`src/rtl/jpeg_quantizer.sv`:
```
// JPEG luminance quantizer: 8 signed DCT coefficients per beat, one block row per beat.
// Two-stage pipeline: magnitude/sign capture, then reciprocal multiply with rounding.
module jpeg_quantizer #(
  parameter int DATA_W  = 12,
  parameter int RECIP_W = 16
) (
  input  logic                clk,
  input  logic                reset,
  input  logic                i_valid,
  input  logic                i_sof,
  input  logic [8*DATA_W-1:0] i_data,
  output logic                o_valid,
  output logic [8*DATA_W-1:0] o_data,
  output logic [2:0]          o_row,
  output logic                o_last,
  output logic                o_sync_err
);

  localparam int ABS_W  = DATA_W + 1;
  localparam int PROD_W = DATA_W + RECIP_W + 1;
  localparam logic [PROD_W-1:0] HALF = PROD_W'(1) << (RECIP_W - 1);

  localparam int Q_LUMA [0:63] = '{
    16,  11,  10,  16,  24,  40,  51,  61,
    12,  12,  14,  19,  26,  58,  60,  55,
    14,  13,  16,  24,  40,  57,  69,  56,
    14,  17,  22,  29,  51,  87,  80,  62,
    18,  22,  37,  56,  68, 109, 103,  77,
    24,  35,  55,  64,  81, 104, 113,  92,
    49,  64,  78,  87, 103, 121, 120, 101,
    72,  92,  95,  98, 112, 100, 103,  99
  };

  logic [RECIP_W-1:0] recip_rom_s [0:63];

  // Reciprocal ROM: round(2^RECIP_W / Q) evaluated at elaboration, so only constants remain.
  genvar gi;
  generate
    for (gi = 0; gi < 64; gi++) begin : g_rom
      localparam int RV = ((1 << (RECIP_W + 1)) + Q_LUMA[gi]) / (2 * Q_LUMA[gi]);
      assign recip_rom_s[gi] = RV[RECIP_W-1:0];
    end
  endgenerate

  logic [2:0]                row_cnt_r;
  logic [2:0]                row_idx_s;
  logic                      sync_err_s;
  logic [7:0][ABS_W-1:0]     abs_s;
  logic [7:0]                neg_s;

  logic [7:0][ABS_W-1:0]     abs_r;
  logic [7:0]                neg_r;
  logic [2:0]                row1_r;
  logic                      v1_r;
  logic                      err1_r;

  logic [7:0][PROD_W-1:0]    sum_s;
  logic [7:0][DATA_W-1:0]    q_s;

  // Row selection, sync check and per-lane magnitude/sign of the incoming beat.
  always_comb begin
    row_idx_s  = i_sof ? 3'd0 : row_cnt_r;
    sync_err_s = i_valid & i_sof & (row_cnt_r != 3'd0);
    abs_s      = '0;
    neg_s      = '0;
    for (int k = 0; k < 8; k++) begin
      neg_s[k] = i_data[k*DATA_W + DATA_W - 1];
      if (neg_s[k]) begin
        abs_s[k] = {ABS_W{1'b0}} - {1'b1, i_data[k*DATA_W +: DATA_W]};
      end else begin
        abs_s[k] = {1'b0, i_data[k*DATA_W +: DATA_W]};
      end
    end
  end

  // Row counter: next row follows the index actually used, wrapping 7 -> 0.
  always_ff @(posedge clk or posedge reset) begin
    if (reset) begin
      row_cnt_r <= 3'd0;
    end else if (i_valid) begin
      row_cnt_r <= row_idx_s + 3'd1;
    end
  end

  // Stage 1: capture magnitude, sign, row index and the sync-error flag.
  always_ff @(posedge clk or posedge reset) begin
    if (reset) begin
      abs_r  <= '0;
      neg_r  <= '0;
      row1_r <= 3'd0;
      v1_r   <= 1'b0;
      err1_r <= 1'b0;
    end else begin
      v1_r   <= i_valid;
      err1_r <= sync_err_s;
      if (i_valid) begin
        abs_r  <= abs_s;
        neg_r  <= neg_s;
        row1_r <= row_idx_s;
      end
    end
  end

  // Multiply by the row/lane reciprocal, round half up, shift, and restore the sign.
  always_comb begin
    sum_s = '0;
    q_s   = '0;
    for (int k = 0; k < 8; k++) begin
      sum_s[k] = PROD_W'(abs_r[k]) * PROD_W'(recip_rom_s[{row1_r, 3'(k)}]) + HALF;
      if (neg_r[k]) begin
        q_s[k] = {DATA_W{1'b0}} - DATA_W'(sum_s[k] >> RECIP_W);
      end else begin
        q_s[k] = DATA_W'(sum_s[k] >> RECIP_W);
      end
    end
  end

  // Stage 2: output registers; data and row hold while no beat is emitted.
  always_ff @(posedge clk or posedge reset) begin
    if (reset) begin
      o_valid    <= 1'b0;
      o_data     <= '0;
      o_row      <= 3'd0;
      o_last     <= 1'b0;
      o_sync_err <= 1'b0;
    end else begin
      o_valid    <= v1_r;
      o_last     <= v1_r & (row1_r == 3'd7);
      o_sync_err <= v1_r & err1_r;
      if (v1_r) begin
        o_data <= q_s;
        o_row  <= row1_r;
      end
    end
  end

endmodule

```
`config.mk`:
```
export PLATFORM = sky130hd
export DESIGN_NAME = jpeg_quantizer
export DESIGN_NICKNAME = d
export VERILOG_FILES = /design/src/rtl/jpeg_quantizer.sv
export SDC_FILE = /design/constraint.sdc
export NUM_CORES = 2
export LEC_CHECK = 0
export BUFFER_PORTS_ARGS = -buffer_cell sky130_fd_sc_hd__buf_2
export CELL_PAD_IN_SITES_DETAIL_PLACEMENT = 1
export CELL_PAD_IN_SITES_GLOBAL_PLACEMENT = 2
export CORE_MARGIN = 8
export CORE_UTILIZATION = 40
export CTS_BUF_LIST = sky130_fd_sc_hd__clkbuf_4 sky130_fd_sc_hd__clkbuf_8
export DETAILED_ROUTE_END_ITERATION = 10
export HOLD_SLACK_MARGIN = 0.06
export PLACE_DENSITY_LB_ADDON = 0.1
export SYNTH_ARGS = -nofsm -noshare
export SYNTH_HDL_FRONTEND = slang
export SYNTH_SLANG_ARGS = --single-unit
```
`constraint.sdc`:
```
create_clock -name clk -period 11.5 [get_ports clk]
set_input_delay 1.725 -clock clk [delete_from_list [all_inputs] [get_ports clk]]
set_output_delay 1.725 -clock clk [all_outputs]
set_load 0.05 [all_outputs]
```
Word-level counts from Yosys, hierarchy flattened
Memory sizes are Yosys's and may differ from the RTL's.
Cells that the tools add are included.
{"block": "op_classes", "addsub": 25, "multipliers": 8, "order_cmp": 8, "eq_ne": 1, "muxes": 33, "bitwise": 12, "reduce_logical": 1}
{"operator": "two-way mux 16 bit", "n": 16}
{"operator": "adder 28 x 16 -> 28 bit (second input constant)", "n": 8}
{"operator": "multiplier 13 x 16 -> 28 bit", "n": 8}
{"operator": "two-way mux 13 bit", "n": 8}
{"operator": "subtractor 1 x 13 -> 13 bit (first input constant)", "n": 8}
{"operator": "two-way mux 12 bit", "n": 8}
{"operator": "subtractor 1 x 12 -> 12 bit (first input constant)", "n": 8}
{"operator": "greater-or-equal comparator 7 bit (second input constant)", "n": 8}
{"operator": "inverter 6 -> 7 bit", "n": 8}
{"operator": "AND 1 bit", "n": 4}
{"operator": "adder 3 x 1 -> 3 bit (second input constant)", "n": 1}
{"operator": "equality test 3 bit (second input constant)", "n": 1}
{"operator": "two-way mux 3 bit", "n": 1}
{"operator": "nonzero test 3 bit", "n": 1}
{"block": "totals", "register_bits": 222, "romBits": 8192, "in_bits": 100, "out_inout_bits": 102, "wordCells": 114, "memories": 8}
{"name": "(name not given)", "words": 64, "word_bits": 16, "rd": 1, "rd_ports_with_merged_regs": 0, "write_ports": 0, "line_no": "109", "text": "sum_s[k] = PROD_W'(abs_r[k]) * PROD_W'(recip_rom_s[{row1_r, 3'(k)}]) + HALF;"}
{"name": "(name not given)", "words": 64, "word_bits": 16, "rd": 1, "rd_ports_with_merged_regs": 0, "write_ports": 0, "line_no": "109"}
{"name": "(name not given)", "words": 64, "word_bits": 16, "rd": 1, "rd_ports_with_merged_regs": 0, "write_ports": 0, "line_no": "109"}
{"name": "(name not given)", "words": 64, "word_bits": 16, "rd": 1, "rd_ports_with_merged_regs": 0, "write_ports": 0, "line_no": "109"}
{"name": "(name not given)", "words": 64, "word_bits": 16, "rd": 1, "rd_ports_with_merged_regs": 0, "write_ports": 0, "line_no": "109"}
{"name": "(name not given)", "words": 64, "word_bits": 16, "rd": 1, "rd_ports_with_merged_regs": 0, "write_ports": 0, "line_no": "109"}
{"name": "2 more memories"}

Logic depth before layout (Yosys ltp)
{"block": "logic_depth", "word_depth": 8, "ltp_mapped": 33, "ltp_nobuf": 30}

Worst setup path after synthesis
Ideal clock, no wire load.
{"block": "synth_timing", "path_kind": "register to register", "from": "reg row1_r[1]", "to": "reg o_data[94]", "setup_ns": 0.130, "arrival_ns": 7.862, "required_time_ns": 11.370, "path_slack_ns": 3.507, "stages_incl_launch_ff": 32, "path_buffers": 4, "period_less_slack_ns": 7.993, "cell_sequence": "dfrtp_1 -> inv_1 -> clkbuf_1 -> ha_1 -> buf_2 -> nand2_1 -> clkbuf_1 -> nand2_1 -> clkbuf_1 -> and2_1 -> fa_1 -> inv_1 -> fa_1 -> inv_1 -> fa_1 -> fa_1 -> fa_1 -> ha_1 -> ha_1 -> nand4_1 -> o2bb2ai_1 -> o311a_4 -> nor2_1 -> xor2_1 -> ha_1 -> or4b_2 -> mux2i_1 -> o22ai_1 -> o21ai_0 -> nor3_1 -> a21oi_1 -> a31oi_1"}
{"block": "synth_via", "elab_chain_len": 8}
{"item": "start, declared", "line_no": "53", "text": "logic [2:0] row1_r;"}
{"item": "start signal, assigned", "line_no": "99", "text": "row1_r <= row_idx_s;"}
{"item": "inverter 6 -> 7 bit (not written as such) (*)", "line_no": "109"}
{"item": "memory read (64 x 16 bit) (*)"}
{"item": "two-way mux 16 bit (not written as such) (*) (2 in series)", "line_no": "109"}
{"item": "multiplier 13 x 16 -> 28 bit (*)", "line_no": "109"}
{"item": "adder 28 x 16 -> 28 bit (*)", "line_no": "109"}
{"item": "subtractor 1 x 12 -> 12 bit", "line_no": "111", "text": "q_s[k] = {DATA_W{1'b0}} - DATA_W'(sum_s[k] >> RECIP_W);"}
{"item": "two-way mux 12 bit (*)", "line_no": "110", "text": "if (neg_r[k]) begin"}
{"item": "end signal, assigned", "line_no": "131", "text": "o_data <= q_s;"}
{"item": "end, declared", "line_no": "13", "text": "output logic [8*DATA_W-1:0] o_data,"}
Mark *: on every way between the ends. The rest lies on a longest branch, timed or not. The select of a mux whose other input is x is not followed.
A chain may end at the register's enable or synchronous reset.

Worst setup path after layout
{"block": "layout_timing", "from": "reg row1_r[0]", "to": "reg o_data[22]"}
Same word-level chain as after synthesis.

==> out/metrics.yaml <==
status: "complete, no violations"
tightest_slew_ns: 1.182
end_kind: "register"
path_class: "reg -> reg"
cts_max_path_buffers: 3
overflow: 0
gp_congestion: 0.8230
tns_ns: 0
setup_viol_count_final: 0
arrival_ns: 10.11
ys_seq_area_share_pct: 10.34
die_x_um: 382.5
fin_skew_ns: 0.05599
cts_setup_buffers: 0
cts.clk_slew.worst_paths_ns: 0.06
antenna_found_initial: 6
finalWirelength_um: 160400
cp_common_cell: "inv_1"
num-nets-final: 7843
io_pins: 202
drc_errors: 0
max_stage_delay_ns: 0.84
coreArea_um2: 133500
cts-root-buf: "clkbuf_8"
mostFrequentLayoutCells: "1099 x inv_1, 866 x fa_1, 808 x nand2_1"
cap_violations: 0
syn_avg_cell_area_um2: 8.824
post_cts_resized: 0
synth_flop_cell: "dfrtp_1"
worst-path-max-fanout: 21
vias: 40950
dieArea_um2: 146300
syn2layout_area_growth_pct: 7.060
ant_nets: 0
async_flop_share_pct: 100.0
cp.required_ns: 12.02
hold_viol: 0
wire_per_inst_um: 20.30
numCtsBuffers: 51
synth_area_um2: 53740
netlist_instances: 6090
ys_types: 92
io_buffers: 201
start_kind: "register"
ctsHoldBuffers: 0
drv_slew: 0
yosys_warnings: 0
max_freq_mhz: 104.4
dp_hpwl_um: 129400
fin_crit_ns: 9.581
rsz0062_at_grt: "no"
die_y_um: 382.5
grt_pass1_vias: 46110
grt_start_max_net_pins: 150
routed_via_density: 5.183
mostFrequentLayoutCell: "inv_1"
hold_path_class: "reg -> reg"
row_count: 134
period_share_pct: 83.31
synth-edff-count: 0
synth-seq-cells: 222
slew-limit-headroom_pct: 20.92
clkSinkCount: 222
layout-drive-gt1-share_pct: 7.131
clock_latency_ns: 0.73
cts_htree_levels: 2
drt_iter0_drc: 1536
initial_core_util_pct: 40.26
grt_pass1_wl_um: 262400
drt-pass1-iter-count: 5
crit_slowest_cell: "dfrtp_1"
grt_use_total_pct: 22.32
cts_tree: "yes"
-- final timing paths --
check,from,endpoint,slack [ns],depth (start not counted)
min in group asynchronous,reset,abs_r[82]$_DFFE_PP0P_,1.05,2
max,row1_r[0]$_DFFE_PP0P_,o_data[22]$_DFFE_PP0P_,1.92,30
max reg2reg,row1_r[0]$_DFFE_PP0P_,o_data[22]$_DFFE_PP0P_,1.92,30
min reg2reg,o_data[95]$_DFFE_PP0P_,o_data[95]$_DFFE_PP0P_,0.49,1
min,o_data[95]$_DFFE_PP0P_,o_data[95]$_DFFE_PP0P_,0.49,1
max in group asynchronous,reset,o_data[60]$_DFFE_PP0P_,8.48,4
-- critical path, delay by kind of cell, from the launching register on --
kind | cells | cell delay, ns
xor+xnor | 2 | 0.36
fa+ha+maj | 9 | 3.47
simple gates | 5 | 2.03
compound gates | 7 | 1.75
flops | 1 | 0.84
buf+inv | 7 | 0.95
-- state kept, by name (all words and copies together) (netlist names) --
register,cells
neg_r,8
o_sync_err,1
abs_r,104
o_data,96
o_row,3
row_cnt_r,3
row1_r,3
v1_r,1
o_valid,1
o_last,1
err1_r,1
-- cell usage after synthesis, types with 84 or more instances --
cell type	count	area share, %
fa_1	866	32
and3_1	87	1.0
a21oi_1	273	2.5
ha_1	785	18
inv_1	1100	7.7
nand2_1	808	5.6
clkbuf_1	278	1.9
dfrtp_1	222	10
o21ai_0	84	0.78
nor2_1	263	1.8
xor2_1	135	2.2
and2_1	389	4.5
-- layout make-up --
class	count	area, um2
clock inverters	16	310.3
inverters	1101	4140
multi-input cells	4466	42950
flip-flops and latches	222	5563
diodes	5	12.51
fillers	15730	75930
clock buffers	73	948.4
repair buffers	250	1395
well taps	1768	2212
-- metal layers --
metal	vias to the layer above	GRT usage (%)	wire [um]
li1	19060	-	-
met1	21180	29.66	72620
met2	513	39.06	78990
met3	189	2.454	4916
met4	2	5.077	3814
met5	-	0	13
-- metrics by stage --
stage / instances / area (um2) / setup WS [ns] / hold WS (ns) / util (%)
5_1_grt: 7897 / 57520 / 1.465 / 0.4928 / 43.10
3_3_place_gp: 7807 / 56260 / 2.204 / 0.4722 / 42.15
6_report: 7901 / 57530 / 1.919 / 0.4855 / 43.11
3_5_place_dp: 7807 / 56260 / 1.994 / 0.4728 / 42.15
4_1_cts: 7896 / 57520 / 1.936 / 0.4875 / 43.10
2_1_floorplan: 6092 / 53740 / 3.507 / 0.3704 / -
-- kinds of logic (layout without fill, tap and decap cells) --
group,Yosys count,in the layout,synth area share [%]
and+or+nand+nor,1937,1937,17.51
adders and majority gates,1651,1651,50.54
buffers and inverters,1404,1440,9.847
AOI/OAI and AO/OA,595,595,6.934
DFF,222,222,10.34
xor gates and xnor gates,218,218,3.567
muxes,62,62,1.253
other,1,8,0.006978
Power is not shown: default switching activity piles up to over one toggle a cycle in this logic, so the estimate is an artifact.
